**config.mk**
```make
export PLATFORM = sky130hd
export DESIGN_NAME = tmr_vote_monitor
export DESIGN_NICKNAME = d
export VERILOG_FILES = /design/src/rtl/tmr_mon_pkg.sv /design/src/rtl/tmr_vote_monitor_voter.sv /design/src/rtl/tmr_vote_monitor.sv
export SDC_FILE = /design/constraint.sdc
export NUM_CORES = 1
export LEC_CHECK = 0
export ABC_AREA = 1
export BUFFER_PORTS_ARGS = -buffer_cell sky130_fd_sc_hd__buf_2
export CAP_MARGIN = 0
export CORE_UTILIZATION = 40
export DETAILED_ROUTE_END_ITERATION = 16
export HOLD_SLACK_MARGIN = 0.15
export PLACE_DENSITY = 0.56
export REMOVE_ABC_BUFFERS = 1
export SLEW_MARGIN = 20
export SYNTH_ARGS = -nofsm -noshare
export SYNTH_HDL_FRONTEND = slang
export SYNTH_SLANG_ARGS = --single-unit
```
**constraint.sdc**
```tcl
create_clock -name clk -period 5.1 [get_ports clk]
set_clock_uncertainty 0.05 [all_clocks]
set_input_delay 0.765 -clock clk [delete_from_list [all_inputs] [get_ports clk]]
set_output_delay 0.765 -clock clk [all_outputs]
set_load 0.02 [all_outputs]
```
**src/rtl/tmr_mon_pkg.sv**
```systemverilog
// Shared types and encodings for the TMR vote monitor: FSM states,
// replica indices and stat_sel codes.
package tmr_mon_pkg;

  typedef enum logic [1:0] {
    S_CLEAN    = 2'd0,
    S_FAULTING = 2'd1,
    S_SUSPECT  = 2'd2
  } state_t;

  localparam logic [1:0] REP_A    = 2'd0;
  localparam logic [1:0] REP_B    = 2'd1;
  localparam logic [1:0] REP_C    = 2'd2;
  localparam logic [1:0] REP_NONE = 2'd3;

  localparam logic [1:0] SEL_A   = 2'd0;
  localparam logic [1:0] SEL_B   = 2'd1;
  localparam logic [1:0] SEL_C   = 2'd2;
  localparam logic [1:0] SEL_DBL = 2'd3;

  function automatic logic [1:0] popcnt3(input logic [2:0] m);
    return {1'b0, m[0]} + {1'b0, m[1]} + {1'b0, m[2]};
  endfunction

endpackage

```
**src/rtl/tmr_vote_monitor_voter.sv**
```systemverilog
// Combinational bitwise-majority voter with optional exclusion of one
// replica; produces the voted word and the per-replica mismatch mask.
module tmr_majority_voter
  import tmr_mon_pkg::*;
#(
  parameter int unsigned WIDTH = 8
) (
  input  logic [WIDTH-1:0] i_rep_a,
  input  logic [WIDTH-1:0] i_rep_b,
  input  logic [WIDTH-1:0] i_rep_c,
  input  logic             i_lock_en,
  input  logic [1:0]       i_lock_id,
  output logic [WIDTH-1:0] o_voted,
  output logic [2:0]       o_mismatch
);

  logic [WIDTH-1:0] w_maj;
  logic [2:0]       w_mm;

  assign w_maj = (i_rep_a & i_rep_b) | (i_rep_a & i_rep_c) | (i_rep_b & i_rep_c);

  always_comb begin
    o_voted = w_maj;
    if (i_lock_en) begin
      case (i_lock_id)
        REP_A:   o_voted = i_rep_b;
        REP_B:   o_voted = i_rep_a;
        REP_C:   o_voted = i_rep_a;
        default: o_voted = w_maj;
      endcase
    end
  end

  // With one replica locked out, voted follows the lower survivor, so its own
  // mismatch bit must be forced when the surviving pair disagrees.
  always_comb begin
    w_mm[0] = (i_rep_a != o_voted);
    w_mm[1] = (i_rep_b != o_voted);
    w_mm[2] = (i_rep_c != o_voted);
    if (i_lock_en) begin
      case (i_lock_id)
        REP_A:   w_mm[1] = w_mm[1] | (i_rep_b != i_rep_c);
        REP_B:   w_mm[0] = w_mm[0] | (i_rep_a != i_rep_c);
        REP_C:   w_mm[0] = w_mm[0] | (i_rep_a != i_rep_b);
        default: ;
      endcase
    end
    o_mismatch = w_mm;
  end

endmodule

```
**src/rtl/tmr_vote_monitor.sv**
```systemverilog
// TMR vote monitor: registered majority vote, windowed per-replica mismatch
// tracking and suspect-replica flagging. TMR_MON_LOCKOUT_EN excludes the suspect from the vote.
module tmr_vote_monitor
  import tmr_mon_pkg::*;
#(
  parameter int unsigned WIDTH      = 8,
  parameter int unsigned WIN_LEN    = 256,
  parameter int unsigned SUS_THRESH = 16,
  parameter int unsigned CNT_W      = 16
) (
  input  logic             clk,
  input  logic             rst,
  input  logic             in_valid,
  input  logic [WIDTH-1:0] rep_a,
  input  logic [WIDTH-1:0] rep_b,
  input  logic [WIDTH-1:0] rep_c,
  input  logic             clear_stats,
  input  logic [1:0]       stat_sel,
  output logic             out_valid,
  output logic [WIDTH-1:0] voted,
  output logic [2:0]       fault_mask,
  output logic             fault_flag,
  output logic             sus_trojan,
  output logic [1:0]       sus_id,
  output logic             dbl_fault,
  output logic [CNT_W-1:0] stat_cnt
);

  localparam int unsigned    WW       = $clog2(WIN_LEN + 1);
  localparam logic [WW-1:0]  WIN_LAST = WW'(WIN_LEN - 1);
  localparam logic [WW-1:0]  WIN_MAX  = WW'(WIN_LEN);
  localparam logic [WW-1:0]  THRESH   = WW'(SUS_THRESH);

  logic             r_out_valid;
  logic [WIDTH-1:0] r_voted;
  logic [2:0]       r_mask;
  logic             r_sus_trojan;
  logic [1:0]       r_sus_id;
  logic             r_dbl_fault;
  state_t           r_state;
  logic [WW-1:0]    r_win_idx;
  logic [WW-1:0]    r_win  [3];
  logic [CNT_W-1:0] r_life [4];

  logic             w_lock_en;
  logic [WIDTH-1:0] w_voted;
  logic [2:0]       w_mask;
  logic             w_win_end;
  logic [WW-1:0]    w_win_nxt [3];
  logic [2:0]       w_over;
  logic [1:0]       w_n_over;
  logic [1:0]       w_over_id;
  logic             w_set_sus;
  logic             w_dbl_smp;
  logic             w_dbl_win;
  logic [3:0]       w_life_inc;
  state_t           w_state_nxt;

`ifdef TMR_MON_LOCKOUT_EN
  assign w_lock_en = r_sus_trojan;
`else
  assign w_lock_en = 1'b0;
`endif

  tmr_majority_voter #(
    .WIDTH(WIDTH)
  ) u_voter (
    .i_rep_a    (rep_a),
    .i_rep_b    (rep_b),
    .i_rep_c    (rep_c),
    .i_lock_en  (w_lock_en),
    .i_lock_id  (r_sus_id),
    .o_voted    (w_voted),
    .o_mismatch (w_mask)
  );

  // Evaluation sees the current sample's mismatches already folded in.
  always_comb begin
    w_over = '0;
    for (int unsigned i = 0; i < 3; i++) begin
      w_win_nxt[i] = r_win[i];
      if (w_mask[i] && (r_win[i] != WIN_MAX)) w_win_nxt[i] = r_win[i] + WW'(1);
      w_over[i] = (w_win_nxt[i] >= THRESH);
    end
  end

  assign w_win_end  = (r_win_idx == WIN_LAST);
  assign w_n_over   = popcnt3(w_over);
  assign w_over_id  = w_over[0] ? REP_A : (w_over[1] ? REP_B : REP_C);
  assign w_set_sus  = w_win_end && (w_n_over == 2'd1) && !r_sus_trojan;
  assign w_dbl_win  = w_win_end && (w_n_over >= 2'd2);
  assign w_dbl_smp  = (popcnt3(w_mask) >= 2'd2);
  assign w_life_inc = {w_dbl_smp, w_mask};

  always_comb begin
    w_state_nxt = r_state;
    case (r_state)
      S_CLEAN: begin
        if (w_set_sus)     w_state_nxt = S_SUSPECT;
        else if (|w_mask)  w_state_nxt = S_FAULTING;
      end
      S_FAULTING: begin
        if (w_set_sus)                              w_state_nxt = S_SUSPECT;
        else if (w_win_end && (w_n_over == 2'd0))   w_state_nxt = S_CLEAN;
      end
      default: w_state_nxt = r_state;
    endcase
  end

  always_ff @(posedge clk or posedge rst) begin
    if (rst) begin
      r_out_valid  <= 1'b0;
      r_voted      <= '0;
      r_mask       <= '0;
      r_sus_trojan <= 1'b0;
      r_sus_id     <= REP_NONE;
      r_dbl_fault  <= 1'b0;
      r_state      <= S_CLEAN;
      r_win_idx    <= '0;
      for (int unsigned i = 0; i < 3; i++) r_win[i] <= '0;
      for (int unsigned i = 0; i < 4; i++) r_life[i] <= '0;
    end else begin
      r_out_valid <= in_valid;
      if (in_valid) begin
        r_voted <= w_voted;
        r_mask  <= w_mask;
      end
      // A coincident sample is still output above but never counted.
      if (clear_stats) begin
        r_sus_trojan <= 1'b0;
        r_sus_id     <= REP_NONE;
        r_dbl_fault  <= 1'b0;
        r_state      <= S_CLEAN;
        r_win_idx    <= '0;
        for (int unsigned i = 0; i < 3; i++) r_win[i] <= '0;
        for (int unsigned i = 0; i < 4; i++) r_life[i] <= '0;
      end else if (in_valid) begin
        r_win_idx <= w_win_end ? '0 : r_win_idx + WW'(1);
        for (int unsigned i = 0; i < 3; i++) r_win[i] <= w_win_end ? '0 : w_win_nxt[i];
        for (int unsigned i = 0; i < 4; i++) begin
          if (w_life_inc[i] && (r_life[i] != '1)) r_life[i] <= r_life[i] + CNT_W'(1);
        end
        if (w_set_sus) begin
          r_sus_trojan <= 1'b1;
          r_sus_id     <= w_over_id;
        end
        if (w_dbl_smp || w_dbl_win) r_dbl_fault <= 1'b1;
        r_state <= w_state_nxt;
      end
    end
  end

  always_comb begin
    case (stat_sel)
      SEL_A:   stat_cnt = r_life[0];
      SEL_B:   stat_cnt = r_life[1];
      SEL_C:   stat_cnt = r_life[2];
      SEL_DBL: stat_cnt = r_life[3];
      default: stat_cnt = '0;
    endcase
  end

  assign out_valid  = r_out_valid;
  assign voted      = r_voted;
  assign fault_mask = r_mask;
  assign fault_flag = |r_mask;
  assign sus_trojan = r_sus_trojan;
  assign sus_id     = r_sus_id;
  assign dbl_fault  = r_dbl_fault;

endmodule
```
# After elaboration in Yosys (flattened, before gate mapping)

Index checks and enable logic that the tools add are counted.

Register bits: 116
Input bits: 30
Logic and storage cells: 107

Add/sub/neg operators: 12
Magnitude comparators: 5
Equal/unequal tests: 15
Mux-type cells: 29
Bitwise operators: 5
Reductions and logical operators: 27

Operator list:

| operator                                                           | number |
|---|---|
| two-way mux 64 bit                                                 | 2 |
| two-way mux 9 bit                                                  | 9 |
| adder 16 x 1 -> 16 bit (second input constant)                     | 4 |
| two-way mux 16 bit                                                 | 4 |
| != test 16 bit (second input constant)                             | 4 |
| one-hot mux 16 bit (4 select lines)                                | 1 |
| two-way mux 27 bit                                                 | 2 |
| adder 9 x 1 -> 9 bit (second input constant)                       | 4 |
| greater-or-equal comparator 9 x 5 -> 1 bit (second input constant) | 3 |
| != test 9 bit (second input constant)                              | 3 |
| AND 8 bit                                                          | 3 |
| != test 8 bit                                                      | 3 |
| OR 8 bit                                                           | 2 |
| nonzero test 2 bit                                                 | 7 |
| AND reduction 2 bit                                                | 6 |
| logical AND 1 bit                                                  | 10 |
| two-way mux 2 bit                                                  | 5 |
| equality test 9 x 8 -> 1 bit (second input constant)               | 1 |
| two-way mux 1 bit                                                  | 6 |
| adder 1 x 1 -> 2 bit                                               | 2 |
| adder 2 x 1 -> 2 bit                                               | 2 |
| equality test 2 x 1 -> 1 bit (second input constant)               | 2 |
| equality test 2 bit (second input constant)                        | 2 |
| greater-or-equal comparator 2 bit (second input constant)          | 2 |
| 4 further kinds                                                    | 4 |

# Longest topological paths before layout

Gate-level depths: netlist of the first run.

Depth after elaboration: 15
Mapped depth: 20

# By module

Synthesis of the first run repeated with hierarchy kept, for this count alone.

Cell total of the unflattened synthesis: 1,231
Area total of the unflattened synthesis: 8,441.8 µm²

Modules (own cells, without submodules):

| module             | instances | cells each | area an instance (µm²) | sequential area each (µm²) |
|---|---|---|---|---|
| tmr_vote_monitor   | 1         | 990        | 7,179.4                | 2,905.3 |
| tmr_majority_voter | 1         | 241        | 1,262.5                | 0.0 |

# Worst setup path after synthesis of the first run

OpenSTA, ideal clock, no wires.

Path type: input -> register
From: input rep_b[3]
To: register r_sus_id[1] (netlist: sus_id[1])
Data arrival time: 2,863 ps
Data required time: 4,989 ps
Setup slack: 2,126 ps
Cell stages on the path: 16
Cells stage by stage: o21ai_0 -> xor2_1 -> nand2_1 -> nor2_2 -> nand2_4 -> nand2_2 -> nand2_1 -> nand2_1 -> inv_1 -> nor2_1 -> fa_1 -> nor4_1 -> nand2_1 -> inv_1 -> nand3_1 -> nand2_1

Elaborated cells on any way between the ends: 28
Those cells by class: 2 x add/sub; 3 x order compare; 4 x eq/ne; 8 x mux; 4 x bitwise; 7 x reduce/logical

RTL lines:

| item                                           | RTL line                     | RTL |
|---|---|---|
| from (decl)                                    | tmr_vote_monitor.sv:15       | `input logic [WIDTH-1:0] rep_b,` |
| AND 8 bit                                      | tmr_vote_monitor_voter.sv:20 | `assign w_maj = (i_rep_a & i_rep_b) \| (i_rep_a & i_rep_c) \| (i_rep_b & i_rep_c);` |
| OR 8 bit                                       | tmr_vote_monitor_voter.sv:20 |  |
| OR 8 bit (*)                                   | tmr_vote_monitor_voter.sv:20 |  |
| != test 8 bit (*)                              | tmr_vote_monitor_voter.sv:39 | `w_mm[2] = (i_rep_c != o_voted);` |
| net u_voter.o_mismatch[2]                      | tmr_vote_monitor_voter.sv:14 | `output logic [2:0] o_mismatch` |
| logical AND 1 bit (*)                          | tmr_vote_monitor.sv:82       | `if (w_mask[i] && (r_win[i] != WIN_MAX)) w_win_nxt[i] = r_win[i] + WW'(1);` |
| two-way mux 9 bit (*)                          | tmr_vote_monitor.sv:82       |  |
| greater-or-equal comparator 9 x 5 -> 1 bit (*) | tmr_vote_monitor.sv:83       | `w_over[i] = (w_win_nxt[i] >= THRESH);` |
| adder 2 x 1 -> 2 bit (*)                       | tmr_mon_pkg.sv:22            | `return {1'b0, m[0]} + {1'b0, m[1]} + {1'b0, m[2]};` |
| equality test 2 x 1 -> 1 bit (*)               | tmr_vote_monitor.sv:90       | `assign w_set_sus = w_win_end && (w_n_over == 2'd1) && !r_sus_trojan;` |
| logical AND 1 bit (*) (2 in a row)             | tmr_vote_monitor.sv:90       |  |
| nonzero test 2 bit (no source line) (*)        | -                            |  |
| AND reduction 2 bit (no source line) (*)       | -                            |  |
| to (signal assigned)                           | tmr_vote_monitor.sv:145      | `r_sus_id <= w_over_id;` |
| to (decl)                                      | tmr_vote_monitor.sv:38       | `logic [1:0] r_sus_id;` |

Mark *: on every way through the listed nets, which the timed path passes. The rest lies on a longest branch. The select of a mux whose other input is x is not followed.
A chain may end at the register's enable or synchronous reset.

# Worst setup path in the final report of the first run

From: input stat_sel[0]
To: output stat_cnt[4]

Word-level cells in the longest chain between the ends: 2
Elaborated cells on any way between the ends: 5
Those cells by class: 3 x eq/ne; 1 x mux; 1 x reduce/logical

Ends and longest elaborated chain:

| item                                        | RTL line                | RTL |
|---|---|---|
| from (decl)                                 | tmr_vote_monitor.sv:18  | `input logic [1:0] stat_sel,` |
| equality test 2 bit (tied with other cells) | tmr_vote_monitor.sv:154 | `case (stat_sel)` |
| one-hot mux 16 bit (4 select lines) (*)     | tmr_vote_monitor.sv:154 |  |
| to (decl)                                   | tmr_vote_monitor.sv:26  | `output logic [CNT_W-1:0] stat_cnt` |

Mark *: on every way between the ends. The rest lies on a longest branch, timed or not.

==> flow_summary.json, run 1 <==
{
  "dr.first_iter.drc_count": 392,
  "rsz0062_at_grt": "false",
  "post_cts_resized": 0,
  "htreeDepth": 4,
  "io_pins": 63,
  "antenna_found_initial": 0,
  "grtUsageTotal_pct": 21.90,
  "wl_per_cell_um": 15.01,
  "max_stage_delay_ps": 820,
  "p_per_area_mw_per_mm2": 275.4,
  "yosysSeqAreaShare_pct": 37.00,
  "path_clk_slew_ps": 60,
  "relSlewSlack_pct": 26.30,
  "synth_cell_types": 50,
  "initial_core_util_pct": 41.43,
  "fmax_ghz": 0.3200,
  "synthDominantCellAreaShare_pct": 36.33,
  "drv_cap": 0,
  "cts.sinks": 116,
  "cp_top_family": "simple AND/OR/NAND/NOR gates",
  "leakage_nw": 4.034,
  "overflow": 0,
  "status": "finished, final reports clean",
  "syn_inst": 1079,
  "die_w_um": 142.1,
  "syn2layout_area_growth_pct": 14.45,
  "root_buffer": "clkbuf_16",
  "synth_top_cell_by_area": "dfrtp_1",
  "layout-drive-gt1-share_pct": 15.28,
  "cts_buffers": 17,
  "grt_pass1_wl_um": 34500,
  "grt_pass1_vias": 6782,
  "drcViolationCount": 0,
  "rows": 50,
  "num-nets-final": 1182,
  "synth_edf_count": 0,
  "dp_hpwl_um": 15650,
  "min_period_ps": 3125,
  "path_cells": "buf_2, inv_1, nor2_1, nand2_1, o2111ai_1, buf_2",
  "firstDrtPassIters": 6,
  "die_y_um": 142.1,
  "reg2reg_slack_ps": 2170,
  "cts_setup_buffers": 0,
  "postPlaceCellArea_mm2": 0.008374,
  "die_area_mm2": 0.02020,
  "synth_warnings": 0,
  "crit_arrival_ps": 2310,
  "yosysMostFrequentCell": "nand2_1",
  "post-route-period-util_pct": 61.27,
  "cp_max_fo": 16,
  "ir_worst_vdd_uv": 216.7,
  "synth_area_leaders": "dfrtp_1 36%, nand2_1 15%, xor2_1 5.9%",
  "ys_ff_latch": 116,
  "cts_tree": "built",
  "viasPerCell": 5.113,
  "critPathCaptureType": "primary output",
  "async_flop_share_pct": 100.0,
  "critPathSlowestCell": "nor2_1",
  "critical_path_class": "primary input to primary output",
  "finalHoldViolCount": 0,
  "port_buffers": 62,
  "synth_area_mm2": 0.007853,
  "ant_nets": 0,
  "avgSynthCellArea_um2": 7.278,
  "cts_buffer_depth": 2,
  "tightest_slew_ps": 1101,
  "cpMostUsedCell": "buf_2",
  "vias": 7220,
  "antennaDiodeCount": 0,
  "setup_viol": 0,
  "critPathLaunchType": "primary input",
  "routed_wl_um": 21190,
  "report.final.slew_viol_count": 0,
  "core_area_mm2": 0.01896,
  "globalplace.congestion": 0.9029,
  "worstPathRequired_ps": 4280,
  "final_core_util_pct": 47.41,
  "crit_buf_inv": 3,
  "grt_max_degree": 46,
  "stdcell_area_mm2": 0.008987,
  "ctsHoldBuffers": 0,
  "total_power_w": 0.002476,
  "fin_setup_tns_ps": 0,
  "clock_latency_ps": 420,
  "synthTopCellsByCount": "317 x nand2_1, 114 x dfrtp_1, 114 x inv_1",
  "synthFlopType": "dfrtp_1",
  "holdCritPathClass": "primary input to asynchronous set/reset pin"
}
## power breakdown
part / internal (W) / switching [W]
clock network: 0.000791 / 0.000450
logic: 0.0000740 / 0.000178
registers: 0.000950 / 0.0000324
## sequential cells by signal (all words and copies together), names as in the netlist
register and flops:
r_life 64, r_win 27, r_win_idx 9, voted 8
fault_mask 3, sus_id 2, dbl_fault 1, out_valid 1
sus_trojan 1
## per-stage QoR
stage	worst slack (ps)	cells	hold WS [ps]
after floorplan	1216	1052	421.8
after global placement	1771	1380	423.0
after detailed placement	1690	1380	423.2
after CTS	1990	1412	398.5
after global routing	1792	1412	425.3
final	1975	1412	369.8
## layout by cell type, fill, tap and decap left out, types with 3 or more instances in the layout
| cell | n |
|---|---|
| o22ai_1 | 8 |
| o21ai_0 | 67 |
| o31ai_1 | 12 |
| ha_1 | 12 |
| xor2_1 | 53 |
| nand4_1 | 27 |
| nand2_1 | 317 |
| nand3b_1 | 8 |
| nand2_2 | 3 |
| buf_4 | 6 |
| nand2_4 | 5 |
| buf_2 | 62 |
| nor4_1 | 10 |
| clkinvlp_4 | 5 |
| o2111ai_1 | 14 |
| bufinv_16 | 3 |
| or2_2 | 9 |
| clkinv_2 | 4 |
| clkbuf_16 | 17 |
| inv_1 | 113 |
| o21ai_2 | 30 |
| nand3_1 | 70 |
| nor3_1 | 30 |
| a21oi_1 | 15 |
| nor3_2 | 4 |
| a21o_1 | 6 |
| nor2_2 | 8 |
| dfrtp_1 | 114 |
| inv_2 | 6 |
| nor2_1 | 80 |
## cell type report
| type | instances | area (µm²) |
|---|---|---|
| fillers | 1997 | 9968 |
| multi-input cells | 813 | 4325 |
| flip-flops and latches | 116 | 2905 |
| inverters | 123 | 466.7 |
| clock buffers | 19 | 452.9 |
| repair buffers | 68 | 355.3 |
| well taps | 260 | 325.3 |
| clock inverters | 13 | 156.4 |
## per-layer routing
metal	vias up	part of all wire (%)	global-route usage, %
met1	3380	48	28.76
met2	118	47	36.61
li1	3697	-	-
met5	-	0	0
met3	25	3.6	3.836
met4	0	1.6	6.678
## logic make-up after synthesis
| group | share of synthesized area [%] |
|---|---|
| AO/OA/AOI/OAI | 13.99 |
| flip-flops | 37.00 |
| adder cells (fa/ha/maj) | 2.167 |
| AND/OR/NAND/NOR | 32.74 |
| XOR/XNOR | 6.135 |
| buffers and inverters | 7.967 |
## worst register-to-register path: stages (launching register included)
cell and delay (ps):
dfrtp_1 380, ha_1 170, inv_1 50, nor3_1 320, inv_1 110, nor3_1 210, nand2_1 80, nand2_1 70
nand2_1 60, inv_1 70, nand2_1 70, nor2_2 160, fa_1 420, nor4_1 260, nand2_1 140, inv_1 110
nand3_1 80, nand2_1 70
## final timing paths
kind	from	endpoint	depth (start not counted)
min reg2reg	voted[5]	voted[5]	2
max reg2reg	r_win[9]	sus_id[0]	17
max	stat_sel[0]	stat_cnt[4]	6
min	rst	r_life[19]	2
max in group asynchronous	rst	r_win[8]	3
min in group clk	voted[5]	voted[5]	2
(Power assumes the default switching activity.)
==> run 2: changes to the inputs <==
Settings changed: ABC_AREA 1 to 0, PLACE_DENSITY 0.56 to 0.58.
Clock period 5.1 ns to 2.7 ns, I/O delays scaled along.
==> flow_summary.json, run 2 <==
{
  "finalHoldViolCount": 0,
  "path_clk_slew_ps": 60,
  "relSlewSlack_pct": 48.19,
  "ir_worst_vdd_uv": 437.5,
  "fin_setup_tns_ps": -1234,
  "critPathCaptureType": "flop",
  "rows": 48,
  "synth_cell_types": 69,
  "clock_latency_ps": 420,
  "cts_buffer_depth": 2,
  "combinationalPowerShare_pct": 15.1,
  "final_cell_mix": "114 x dfrtp_1, 89 x buf_4, 74 x nor2_1, 54 x buf_2, 49 x nand2_1",
  "largestRegisters": "r_life (64), r_win (27), r_win_idx (9)",
  "dp.cells": 1103,
  "rsz0062_at_grt": "true",
  "grt_pass1_wl_um": 33470,
  "regMostFlops": "r_life",
  "synth_area_leaders": "dfrtp_1 40%, mux4_2 5.0%, xor2_1 4.0%",
  "grtUsageTotal_pct": 23.24,
  "clockPowerShare_pct": 45.2,
  "synth_top_cell_by_area": "dfrtp_1",
  "cts_tree": "built",
  "cts.sinks": 116,
  "yosysSeqAreaShare_pct": 40.27,
  "cts_buffers": 17,
  "fin_cells": 1151,
  "synth_warnings": 0,
  "critPathSlowestCell": "or4_4",
  "initial_core_util_pct": 41.28,
  "critPathLaunchType": "primary input",
  "firstDrtPassIters": 5,
  "crit_buf_inv": 7,
  "globalplace.congestion": 0.8757,
  "avgSynthCellArea_um2": 9.505,
  "post-place-ws_ps": -816.1,
  "post-route-period-util_pct": 106.4,
  "p_sw_w": 0.001349,
  "antennaDiodeCount": 0,
  "core_area_mm2": 0.01748,
  "dp_hpwl_um": 14110,
  "cp_max_fo": 7,
  "cp.depth": 15,
  "io_pins": 63,
  "fill_cells": 1534,
  "ant_nets": 0,
  "ys_ff_latch": 116,
  "pwr-share-seq_pct": 39.7,
  "grt_max_degree": 70,
  "htreeDepth": 4,
  "async_flop_share_pct": 100.0,
  "overflow": 0,
  "internal-power_w": 0.003300,
  "synth_area_mm2": 0.007214,
  "hold_ws_ps": 272.9,
  "path_cells": "buf_8, buf_6, and3b_1, a2111oi_2, buf_4, nand4_1, buf_6, buf_4, ha_4, inv_2, a41oi_4, o2111ai_2, buf_6, or4_4, a21oi_2",
  "postLayoutSetupSlackWorst_ps": -172.8,
  "die_y_um": 136.3,
  "crit_arrival_ps": 3170,
  "routed_wl_um": 20370,
  "syn2layout_area_growth_pct": 32.29,
  "grt_pass1_vias": 6680,
  "holdCritPathClass": "primary input to flop",
  "drcViolationCount": 0,
  "die_w_um": 136.3,
  "mostFrequentLayoutCell": "dfrtp_1",
  "leakage_nw": 4.053,
  "min_period_ps": 2873,
  "vias": 6684,
  "wl_per_cell_um": 17.70,
  "violations": "negative setup slack",
  "critical_path_class": "primary input to flop",
  "synthTopCellsByCount": "114 x dfrtp_1, 75 x nor2_1, 51 x nand2_1",
  "hold-path-cell-count": 2,
  "layout-drive-gt1-share_pct": 32.29,
  "port_buffers": 62,
  "antenna_found_initial": 0,
  "worstPathRequired_ps": 3000,
  "viasPerCell": 5.807,
  "total_power_w": 0.004649,
  "dr.first_iter.drc_count": 394,
  "tightest_slew_ps": 777.2,
  "max_stage_delay_ps": 480,
  "root_buffer": "clkbuf_16",
  "synthDominantCellAreaShare_pct": 39.54,
  "largest_register_ffs": 64,
  "report.final.slew_viol_count": 0,
  "status": "finished with violations",
  "rr_worst_depth": 11,
  "swShare_pct": 29.02,
  "p_per_area_mw_per_mm2": 487.1,
  "die_area_mm2": 0.01858,
  "drv_cap": 0,
  "yosysMostFrequentCell": "dfrtp_1",
  "syn_inst": 759,
  "cpMostUsedCell": "buf_6",
  "register_area_mm2": 0.002905,
  "cp_top_family": "compound AO/OA/AOI/OAI gates",
  "synth_edf_count": 0,
  "fmax_ghz": 0.3481,
  "num-nets-final": 956,
  "setup_viol": 14,
  "multiInputGateArea_mm2": 0.004479,
  "synthFlopType": "dfrtp_1"
}
## run 2: changes by cell type after synthesis, sizes merged, moves of 19 or more
cell,before,now
a21oi,17,38
and3,1,24
inv,121,24
nand2,325,53
nand3,70,37
nor3,34,12
o21ai,98,37
xnor2,2,21
xor2,53,33
## run 2: cell type report
type                            instances  area share, %
Inverter                               25          1.009
Tap cell                              225          2.950
Clock inverter                         15          1.272
Multi-Input combinational cell        585          46.93
Clock buffer                           17          4.457
Timing Repair Buffer                  168          12.94
Sequential cell                       116          30.44
## run 2: cell families after synthesis
kind of cell    share of synthesized area [%]
simple gates                            26.27
xor+xnor                                6.556
buf+inv                                 3.191
flops                                   40.27
mux                                     6.660
fa+ha+maj                               3.469
compound gates                          13.58
## run 2: power by group through the flow
stage / Combinational [W] / Clock [W] / Sequential, W
final: 0.000704 / 0.00210 / 0.00184
after CTS: 0.000634 / 0.00215 / 0.00184
after global placement: 0.000574 / 0 / 0.00187
after global routing: 0.000766 / 0.00223 / 0.00185
after detailed placement: 0.000588 / 0 / 0.00188
after floorplan: 0.000274 / 0 / 0.00189
## run 2: metrics by stage
step | area [µm²] | utilization, %
2_1_floorplan | 7078 | -
3_3_place_gp | 8361 | 47.84
3_5_place_dp | 8361 | 47.84
4_1_cts | 9144 | 52.32
5_1_grt | 9544 | 54.61
6_report | 9544 | 54.61
## run 2: metal layers
layer  vias to the layer above  GRT usage (%)  wire length [µm]
li1                       3141              -                 -
met1                      3349          29.52              8946
met2                       153          37.65             10050
met3                        41          5.145               757
met4                         0          10.56               617
met5                         -              0                 0
## run 2: worst paths after layout
path	endpoint	start	slack [ps]
worst min-delay path	sus_trojan	clear_stats	270
max in group asynchronous	sus_id[1]	rst	1420
min in group asynchronous	r_win[13]	rst	460
worst min register to register	voted[6]	voted[6]	450
worst max register to register	sus_id[0]	r_win[10]	-20
worst max-delay path	r_life[6]	rep_a[1]	-170
## run 2: worst register-to-register path: stages, from the launching register on
cell and delay [ps]:
dfrtp_1 390, ha_1 230, and3_1 210, a211o_1 290, a222oi_1 300, buf_4 170, fa_1 390, nor2_1 90
nand4b_1 150, buf_4 180, a21oi_2 110, o21ai_1 70
## run 2: timing repair
item | in CTS | in global routing
endpoints found under the hold margin | 22 | 0
setup endpoints to repair | 19 | 18
resized for setup | 50 | 59
gates cloned | 0 | 1
pin swaps | 18 | 35
hold buffers | 1 | 0
setup buffers | 4 | 10
==> run 3: changes to the inputs <==
Settings changed: CORE_MARGIN set to 4.
==> flow_summary.json, run 3 (same netlist as run 2, synthesis figures left out) <==
{
  "dr.first_iter.drc_count": 365,
  "status": "finished with violations",
  "grt_max_degree": 48,
  "fin_cells": 1142,
  "final_cell_mix": "114 x dfrtp_1, 83 x buf_4, 74 x nor2_1, 54 x buf_2, 49 x nand2_1",
  "rows": 48,
  "grtUsageTotal_pct": 20.20,
  "root_buffer": "clkbuf_16",
  "post-place-ws_ps": -951.6,
  "critical_path_class": "primary input to flop",
  "overflow": 0,
  "setup_viol": 19,
  "die_area_mm2": 0.02025,
  "grt_pass1_vias": 6489,
  "drv_cap": 0,
  "dp_hpwl_um": 14280,
  "cts_buffers": 17,
  "syn2layout_area_growth_pct": 30.96,
  "cts_tree": "built",
  "die_w_um": 142.3,
  "postLayoutSetupSlackWorst_ps": -270.1,
  "finalHoldViolCount": 0,
  "largestRegisters": "r_life (64), r_win (27), r_win_idx (9)",
  "path_clk_slew_ps": 50,
  "dp.cells": 1098,
  "cts_buffer_depth": 2,
  "leakage_nw": 4.006,
  "multiInputGateArea_mm2": 0.004413,
  "fill_cells": 1527,
  "port_buffers": 62,
  "ant_nets": 0,
  "num-nets-final": 946,
  "p_per_area_mw_per_mm2": 506.7,
  "post-route-period-util_pct": 110.0,
  "wl_per_cell_um": 17.68,
  "postPlaceCellArea_mm2": 0.008338,
  "holdCritPathClass": "primary input to flop",
  "routed_wl_um": 20190,
  "report.final.slew_viol_count": 0,
  "grt_pass1_wl_um": 32960,
  "globalplace.congestion": 0.8611,
  "critPathLaunchType": "primary input",
  "ir_worst_vdd_uv": 413.9,
  "die_y_um": 142.3,
  "drcViolationCount": 0,
  "stdcell_area_mm2": 0.009448,
  "mostFrequentLayoutCell": "dfrtp_1",
  "violations": "negative setup slack",
  "antenna_found_initial": 1,
  "vias": 6593,
  "worstPathRequired_ps": 2990,
  "cts.sinks": 116,
  "firstDrtPassIters": 4,
  "viasPerCell": 5.773,
  "core_area_mm2": 0.01748,
  "regMostFlops": "r_life",
  "clock_latency_ps": 420,
  "critPathCaptureType": "flop",
  "io_pins": 63,
  "initial_core_util_pct": 41.28,
  "fin_setup_tns_ps": -3226,
  "cp_max_fo": 6,
  "register_area_mm2": 0.002905,
  "tightest_slew_ps": 731.8,
  "htreeDepth": 4,
  "rsz0062_at_grt": "true",
  "min_period_ps": 2970,
  "largest_register_ffs": 64,
  "layout-drive-gt1-share_pct": 30.79,
  "crit_arrival_ps": 3260,
  "fmax_ghz": 0.3367,
  "total_power_w": 0.004788,
  "relSlewSlack_pct": 51.16
}
[run 3: changes by cell type in the layout (fill, tap and decap cells not counted), moves of 3 or more]
| cell | before | now |
|---|---|---|
| inv_6 | 7 | 3 |
| buf_6 | 21 | 16 |
| a2111oi_1 | 0 | 3 |
| buf_4 | 89 | 83 |
[run 3: power by group]
part	leakage, nW	internal, W	switching (W)
Sequential	1.57	0.00179	0.0000522
Combinational	2.17	0.000299	0.000382
Clock	0.272	0.00139	0.000873
[run 3: layout make-up]
cell class / count / share of cell area (%)
Multi-Input combinational cell: 585 / 46.71
Sequential cell: 116 / 30.75
Antenna cell: 1 / 0.02649
Clock inverter: 14 / 1.629
Timing Repair Buffer: 158 / 12.21
Tap cell: 225 / 2.980
Inverter: 25 / 1.046
Clock buffer: 18 / 4.648
[run 3: routing by layer]
| layer | GRT usage, % | part of all wire, % | wire [µm] | up-vias |
|---|---|---|---|---|
| met3 | 4.133 | 3.8 | 774 | 42 |
| met2 | 35.01 | 51 | 10260 | 132 |
| met4 | 7.754 | 2.5 | 497 | 0 |
| met5 | 0 | 0 | 0 | - |
| met1 | 24.82 | 43 | 8652 | 3291 |
| li1 | - | - | - | 3128 |
[run 3: worst paths after layout]
path                                from  slack, ps        end  cells after the start
worst max-delay path            rep_a[4]       -270  sus_id[1]                     14
worst min-delay path            rep_a[2]        350   voted[2]                      3
worst max register to register  r_win[9]       -140  sus_id[1]                      9
worst min register to register  voted[0]        460   voted[0]                      1
max in group asynchronous            rst       1330  sus_id[0]                      4
min in group asynchronous            rst        540  r_win[14]                      3
[run 3: stage by stage]
stage | hold WS [ps] | util, %
final | 347.8 | 54.06
after global routing | 351.6 | 54.05
after CTS | 337.6 | 52.85
after detailed placement | 454.1 | 47.71
after global placement | 441.9 | 47.69
after floorplan | 386.4 | -
[run 3: critical path, stage by stage]
cell and delay [ps]:
buf_8 110, and3b_2 220, a2111oi_4 340, buf_4 160
nand4_1 120, buf_6 170, and4_4 140, nand3_2 70
xor2_1 190, o221a_1 230, fa_1 420, nor2_1 100
nand4b_1 190, a221o_1 390
[run 3: repair_timing]
action	4_1_cts	5_1_grt
hold endpoints to repair	37	0
gates cloned	1	0
hold buffers	1	0
setup endpoints to repair	20	20
setup buffers	3	6
pin swaps	29	29
gates resized for setup	59	36
